**src/rtl/inst_encoder.sv**
```systemverilog
// RV32I instruction encoder: packs decoded fields into 32-bit words and
// stamps each word with an incrementing instruction-memory address.
module inst_encoder #(
    parameter int unsigned           ADDR_WIDTH = 32,
    parameter logic [ADDR_WIDTH-1:0] PC_ADDR    = 32'h8000_0000,
    parameter int unsigned           DATA_WIDTH = 32
) (
    input  logic                  clk,
    input  logic                  reset,
    input  logic                  restart,
    input  logic                  in_valid,
    output logic                  in_ready,
    input  logic [3:0]            in_fmt,
    input  logic [4:0]            in_rd,
    input  logic [4:0]            in_rs1,
    input  logic [4:0]            in_rs2,
    input  logic [2:0]            in_funct3,
    input  logic [6:0]            in_funct7,
    input  logic [DATA_WIDTH-1:0] in_imm,
    output logic                  out_valid,
    input  logic                  out_ready,
    output logic [31:0]           out_inst,
    output logic [ADDR_WIDTH-1:0] out_addr,
    output logic                  out_err
);

    localparam logic [6:0] OP_R     = 7'b0110011;
    localparam logic [6:0] OP_I     = 7'b0010011;
    localparam logic [6:0] OP_LOAD  = 7'b0000011;
    localparam logic [6:0] OP_STORE = 7'b0100011;
    localparam logic [6:0] OP_BR    = 7'b1100011;
    localparam logic [6:0] OP_JALR  = 7'b1100111;
    localparam logic [6:0] OP_JAL   = 7'b1101111;
    localparam logic [6:0] OP_LUI   = 7'b0110111;
    localparam logic [6:0] OP_AUIPC = 7'b0010111;
    localparam logic [31:0] NOP     = 32'h0000_0013;

    // True when v survives truncation to an n-bit two's-complement value.
    function automatic logic fits(
        input logic signed [DATA_WIDTH-1:0] v,
        input int unsigned                  n
    );
        logic [DATA_WIDTH-1:0] hi;
        hi = v >>> (n - 1);
        return (hi == '0) || (hi == '1);
    endfunction

    logic [31:0] enc_inst;
    logic        enc_err;
    logic        shift;
    logic [DATA_WIDTH-1:0] imm;

    assign imm = in_imm;

    always_comb begin
        enc_inst = NOP;
        enc_err  = 1'b1;
        shift    = (in_funct3 == 3'b001) || (in_funct3 == 3'b101);
        unique case (in_fmt)
            4'd0: begin
                enc_inst = {in_funct7, in_rs2, in_rs1, in_funct3, in_rd, OP_R};
                enc_err  = 1'b0;
            end
            4'd1: begin
                if (shift) begin
                    enc_inst = {in_funct7, imm[4:0], in_rs1, in_funct3, in_rd, OP_I};
                    enc_err  = |imm[DATA_WIDTH-1:5];
                end else begin
                    enc_inst = {imm[11:0], in_rs1, in_funct3, in_rd, OP_I};
                    enc_err  = !fits(imm, 12);
                end
            end
            4'd2: begin
                enc_inst = {imm[11:0], in_rs1, in_funct3, in_rd, OP_LOAD};
                enc_err  = !fits(imm, 12);
            end
            4'd3: begin
                enc_inst = {imm[11:5], in_rs2, in_rs1, in_funct3, imm[4:0], OP_STORE};
                enc_err  = !fits(imm, 12);
            end
            4'd4: begin
                enc_inst = {imm[12], imm[10:5], in_rs2, in_rs1, in_funct3,
                            imm[4:1], imm[11], OP_BR};
                enc_err  = !fits(imm, 13) || imm[0];
            end
            4'd5: begin
                enc_inst = {imm[11:0], in_rs1, 3'b000, in_rd, OP_JALR};
                enc_err  = !fits(imm, 12);
            end
            4'd6: begin
                enc_inst = {imm[20], imm[10:1], imm[11], imm[19:12], in_rd, OP_JAL};
                enc_err  = !fits(imm, 21) || imm[0];
            end
            4'd7: begin
                enc_inst = {imm[31:12], in_rd, OP_LUI};
                enc_err  = |imm[11:0];
            end
            4'd8: begin
                enc_inst = {imm[31:12], in_rd, OP_AUIPC};
                enc_err  = |imm[11:0];
            end
            default: begin
                enc_inst = NOP;
                enc_err  = 1'b1;
            end
        endcase
    end

    logic                  out_valid_q, out_valid_d;
    logic [31:0]           out_inst_q, out_inst_d;
    logic [ADDR_WIDTH-1:0] out_addr_q, out_addr_d;
    logic                  out_err_q, out_err_d;
    logic                  skid_valid_q, skid_valid_d;
    logic [31:0]           skid_inst_q, skid_inst_d;
    logic [ADDR_WIDTH-1:0] skid_addr_q, skid_addr_d;
    logic                  skid_err_q, skid_err_d;
    logic [ADDR_WIDTH-1:0] addr_q, addr_d;
    logic                  in_ready_q, in_ready_d;
    logic                  in_xfer, out_free;

    assign in_xfer  = in_valid && in_ready_q;
    assign out_free = !out_valid_q || out_ready;

    always_comb begin
        out_valid_d  = out_valid_q;
        out_inst_d   = out_inst_q;
        out_addr_d   = out_addr_q;
        out_err_d    = out_err_q;
        skid_valid_d = skid_valid_q;
        skid_inst_d  = skid_inst_q;
        skid_addr_d  = skid_addr_q;
        skid_err_d   = skid_err_q;
        addr_d       = addr_q;
        if (restart) begin
            out_valid_d  = 1'b0;
            skid_valid_d = 1'b0;
            addr_d       = PC_ADDR;
        end else begin
            if (in_xfer) begin
                addr_d = addr_q + ADDR_WIDTH'(4);
            end
            // Skid full implies in_ready low, so no new word competes with it.
            if (out_free) begin
                if (skid_valid_q) begin
                    out_valid_d  = 1'b1;
                    out_inst_d   = skid_inst_q;
                    out_addr_d   = skid_addr_q;
                    out_err_d    = skid_err_q;
                    skid_valid_d = 1'b0;
                end else if (in_xfer) begin
                    out_valid_d = 1'b1;
                    out_inst_d  = enc_inst;
                    out_addr_d  = addr_q;
                    out_err_d   = enc_err;
                end else begin
                    out_valid_d = 1'b0;
                end
            end else if (in_xfer) begin
                skid_valid_d = 1'b1;
                skid_inst_d  = enc_inst;
                skid_addr_d  = addr_q;
                skid_err_d   = enc_err;
            end
        end
        in_ready_d = !skid_valid_d;
    end

    always_ff @(posedge clk or negedge reset) begin
        if (!reset) begin
            out_valid_q  <= 1'b0;
            out_inst_q   <= '0;
            out_addr_q   <= PC_ADDR;
            out_err_q    <= 1'b0;
            skid_valid_q <= 1'b0;
            skid_inst_q  <= '0;
            skid_addr_q  <= '0;
            skid_err_q   <= 1'b0;
            addr_q       <= PC_ADDR;
            in_ready_q   <= 1'b1;
        end else begin
            out_valid_q  <= out_valid_d;
            out_inst_q   <= out_inst_d;
            out_addr_q   <= out_addr_d;
            out_err_q    <= out_err_d;
            skid_valid_q <= skid_valid_d;
            skid_inst_q  <= skid_inst_d;
            skid_addr_q  <= skid_addr_d;
            skid_err_q   <= skid_err_d;
            addr_q       <= addr_d;
            in_ready_q   <= in_ready_d;
        end
    end

    assign in_ready  = in_ready_q;
    assign out_valid = out_valid_q;
    assign out_inst  = out_inst_q;
    assign out_addr  = out_addr_q;
    assign out_err   = out_err_q;

endmodule

```
**config.mk**
```make
export PLATFORM = sky130hd
export DESIGN_NAME = inst_encoder
export DESIGN_NICKNAME = d
export VERILOG_FILES = /design/src/rtl/inst_encoder.sv
export SDC_FILE = /design/constraint.sdc
export NUM_CORES = 1
export LEC_CHECK = 0
export ABC_AREA = 1
export BUFFER_PORTS_ARGS = -buffer_cell sky130_fd_sc_hd__buf_2
export CAP_MARGIN = 0
export CORE_MARGIN = 2
export CORE_UTILIZATION = 50
export CTS_CLUSTER_DIAMETER = 60
export DETAILED_ROUTE_END_ITERATION = 10
export PLACE_DENSITY = 0.68
export SLEW_MARGIN = 40
export SYNTH_ARGS = -nofsm -noshare
export SYNTH_HDL_FRONTEND = slang
export SYNTH_SLANG_ARGS = --single-unit
export TNS_END_PERCENT = 100
```
**constraint.sdc**
```tcl
create_clock -name clk -period 3.1 [get_ports clk]
set_clock_uncertainty 0.05 [all_clocks]
set_input_delay 0.93 -clock clk [delete_from_list [all_inputs] [get_ports clk]]
set_output_delay 0.93 -clock clk [all_outputs]
set_load 0.05 [all_outputs]
```
==> impl_summary.md <==
Synthesis
After synthesis, the share of flip-flops with an asynchronous set or reset is 100%. The dominant combinational cell family by area after synthesis is simple AND/OR/NAND/NOR gates. The number of synthesis warnings is 0. Synthesis handed over a netlist of 1001 instances. The area fraction in compound gates after synthesis is 17.1%.

After synthesis, the cell types taking the most area are sky130_fd_sc_hd__dfrtp_1 (49%), sky130_fd_sc_hd__nand2_1 (14%), sky130_fd_sc_hd__o21ai_0 (8.3%). sky130_fd_sc_hd__dfrtp_1 takes more of the synthesized area than any other cell. The main flop type after synthesis is sky130_fd_sc_hd__dfrtp_1. Summing the areas of all xor and xnor instances in the mapped netlist gives 0.334% of the synthesized area. The combined area of all synthesized cells is 7870 µm². In this run, synthesis produced a sequential element count of 157.

After synthesis, the largest area contributor takes up 49.0% of total cell area. The average size of a mapped cell is 7.86 µm². Summing the areas of all and, or, nand and nor instances in the mapped netlist gives 25.3% of the synthesized area.

Summing the sequential cell areas from Yosys gives 50.0% of the chip area. The mux share of post-synthesis cell area is 0%. The adder-cell area share of the yosys netlist is 0.159%.

Yosys mapped the design onto 46 distinct sky130hd cell types. Yosys mapped a number of flops with a built-in enable equal to 0.

Clock network
The maximum level of the CTS H-tree is 4. The number of buffers created by CTS is 17. The clock edge transition at the registers on the reported setup and hold paths is 0.07 ns. In this run, post-CTS hold repair placed 0 buffers. The later pin in the worst-skew pair is clocked with a latency of 0.42 ns. In this run the deepest clock path goes through 2 buffers. For this design, the sink count on the clock tree is 157. The cell sitting at the root of the clock tree is a sky130_fd_sc_hd__clkbuf_16. Once the clock tree was built, the resizer swapped 0 gates to a different size.

Buffers added to address setup during post-CTS repair amount to 0. TritonCTS built the clock tree.

Power and ir drop
The share of total power consumed by net switching is 30.0%. The analysis attributes to cell leakage a power of 4.74 nW. The total internal power is 4.10 mW. The fraction of power consumed by combinational cells is 18.3%. The clock network burns 40.7% of the power. The total power density per cell area is 623 nW/µm².

The part of the power in registers is 41.1%. For this design the total switching power over the nets is 1.75 mW. Power comes to 5.86 mW. The peak supply drop is 0.428 mV.

GRT
The largest net degree at the start of global routing is 91. The via count of the first global-routing pass came to 6436. The wire length of the first global-routing pass is 32500 µm.

The global-route usage over all layers is 24.7%. The initial antenna violation count came to 0. Summed over all layers, the global routing overflow is 0.

Setup path
The startpoint kind of the worst setup timing path is a primary input. The endpoint required time on the critical path is 3.36 ns. The path type of the worst setup path is in -> reg. The endpoint arrival time on the critical path is 2.51 ns.

The biggest fanout along the worst timing path is 13. The endpoint class of the critical path is a register.

Timing
Setup repair after global routing left no endpoint under its margin. The final number of max-transition violations is 0. The worst pin sits at a relative slew slack of 58.6%. For the pin with the worst max-slew slack, the measured transition is 0.614 ns. The minimum period implied by the final worst setup slack is 2.25 ns. The worst hold slack after final layout is 0.409 ns. The hold violation count in the final report is 0. Setup violations remaining at the end of the flow were counted as 0.

Once routing completed, OpenROAD measured the worst setup slack at 0.852 ns. The timing-limited maximum frequency is 445 MHz. Setup total negative slack on the finished layout was measured at 0 ns. The final cycle utilization of the critical path is 72.5%.

Die
The floorplan die area is 16800 µm². After floorplanning, the core was divided into 45 placement rows. The die outline height is 129 µm.

The die boundary width is 129 µm. The floorplan core area is 15300 µm². The number of top-level pins is 133. The starting utilization of the core area is 51.4%.

Detailed routing
The average vias per placed instance is 5.26. In the routed design, unresolved DRC markers number 0. For this block, the initial DRC count from the detailed router was 674. The count of nets left with antenna violations once routing finished came out at 0.

After detailed routing, the average wire length per cell comes to 14.9 µm. The number of vias after detailed routing is 7052. The total wire length after detailed routing is 20000 µm.

Before antenna repair, the detailed router went through 5 iterations.

Layout
The number of antenna diodes in the final layout is 0. The most common cell after layout, fill and taps aside is sky130_fd_sc_hd__nand2_1. The final-stage net count is 1183. Relative to the synthesized area, the layout overhead comes to 19.5%. The number of fill cells in the layout is 1409. For this run, the share of the core covered by cells in the final layout is 61.4%. The fraction of final layout cells sized beyond drive strength 1 is 19.6%. The count of non-filler cells in the finished layout is 1340. Leaving out fill and tap cells, the most frequent cells in the layout are sky130_fd_sc_hd__nand2_1 (288), sky130_fd_sc_hd__dfrtp_1 (154), sky130_fd_sc_hd__o21ai_0 (130), sky130_fd_sc_hd__buf_2 (129), sky130_fd_sc_hd__inv_1 (75). The design area is 9400 µm².

Place
Detailed placement ended at an HPWL of 13900 µm. After detailed placement, the total cell area comes to 8720 µm². The count of buffers added on input and output ports is 130. Prior to clock tree synthesis, the placed netlist has a worst setup slack of 0.470 ns. The total instance count after detailed placement is 1308. At the end of routability-driven placement, the weighted congestion stood at 0.969.

Worst hold path
The kind of path behind the tightest hold check is in -> async.

Flow run
The count of max-cap constraint violations is 0.

Outcome
The flow ran to the end, and the final reports show no timing, DRC or antenna violations.
## metal layers
layer	wire (µm)	global-route usage, %	part of all wire, %	vias to the layer above
li1	-	-	-	3523
met1	9910	38.8	50	3292
met2	8740	35.5	44	226
met3	1130	3.67	5.7	11
met4	199	6.83	1.0	0
met5	0	0	0	-
## critical path: stages
cell	delay (ns)
sky130_fd_sc_hd__buf_2	0.13
sky130_fd_sc_hd__nand2_1	0.14
sky130_fd_sc_hd__inv_1	0.07
sky130_fd_sc_hd__nand2_1	0.06
sky130_fd_sc_hd__nand2_1	0.32
sky130_fd_sc_hd__nor2_2	0.33
sky130_fd_sc_hd__inv_2	0.10
sky130_fd_sc_hd__a22oi_1	0.21
sky130_fd_sc_hd__o21ai_1	0.10
sky130_fd_sc_hd__o21a_1	0.12
## state kept, by name (all words and copies together) (netlist names)
signal and flops:
out_inst 31, skid_addr_q 30, skid_valid_q 1, in_ready 1
out_err 1, out_addr 30, skid_inst_q 31, skid_err_q 1
out_valid 1, addr_q 30
## final cells by class
cell class | instances | area, µm² | share of cell area [%]
Clock buffer | 18 | 439 | 4.67
Tap cell | 211 | 264 | 2.81
Sequential cell | 157 | 3930 | 41.8
Inverter | 88 | 333 | 3.54
Timing Repair Buffer | 143 | 796 | 8.46
Clock inverter | 14 | 241 | 2.57
Multi-Input combinational cell | 709 | 3400 | 36.1
## cell usage after synthesis, drive strengths merged, types with 3 or more instances
cell type and count:
nand2 297, o21ai 174, dfrtp 154, inv 88, nor2 84, nand3 36
a21oi 35, clkbuf 26, buf 22, nor3 15, nand4 14, a31oi 10
o211ai 9, a22oi 8, nor4 5, o21a 5, a2bb2oi 3, dfstp 3
xor2 3
## kinds of logic after synthesis
kind of cell / count (synthesis)
AO/OA/AOI/OAI: 250
buffers and inverters: 136
AND/OR/NAND/NOR: 453
XOR/XNOR: 3
other: 1
adder cells (fa/ha/maj): 1
flip-flops: 157
## final timing paths
path                       cells after the start  slack (ns)              to  startpoint
min                                            1        0.41  skid_addr_q[4]       reset
max                                           10        0.85    out_inst[12]   in_fmt[0]
min reg2reg                                    2        0.42         out_err     out_err
max reg2reg                                   10        1.18      addr_q[21]    in_ready
max in group asynchronous                      2        1.84        in_ready       reset
min in group clk                               2        0.42         out_err     out_err
## power groups by stage
stage	registers [mW]	clock network, mW	logic [mW]
after floorplan	2.78	0	0.394
after global placement	2.43	0	1.06
after detailed placement	2.44	0	1.07
after CTS	2.40	2.42	1.07
after global routing	2.43	2.51	1.17
final	2.41	2.38	1.07
Power figures use the tool's default switching activity.
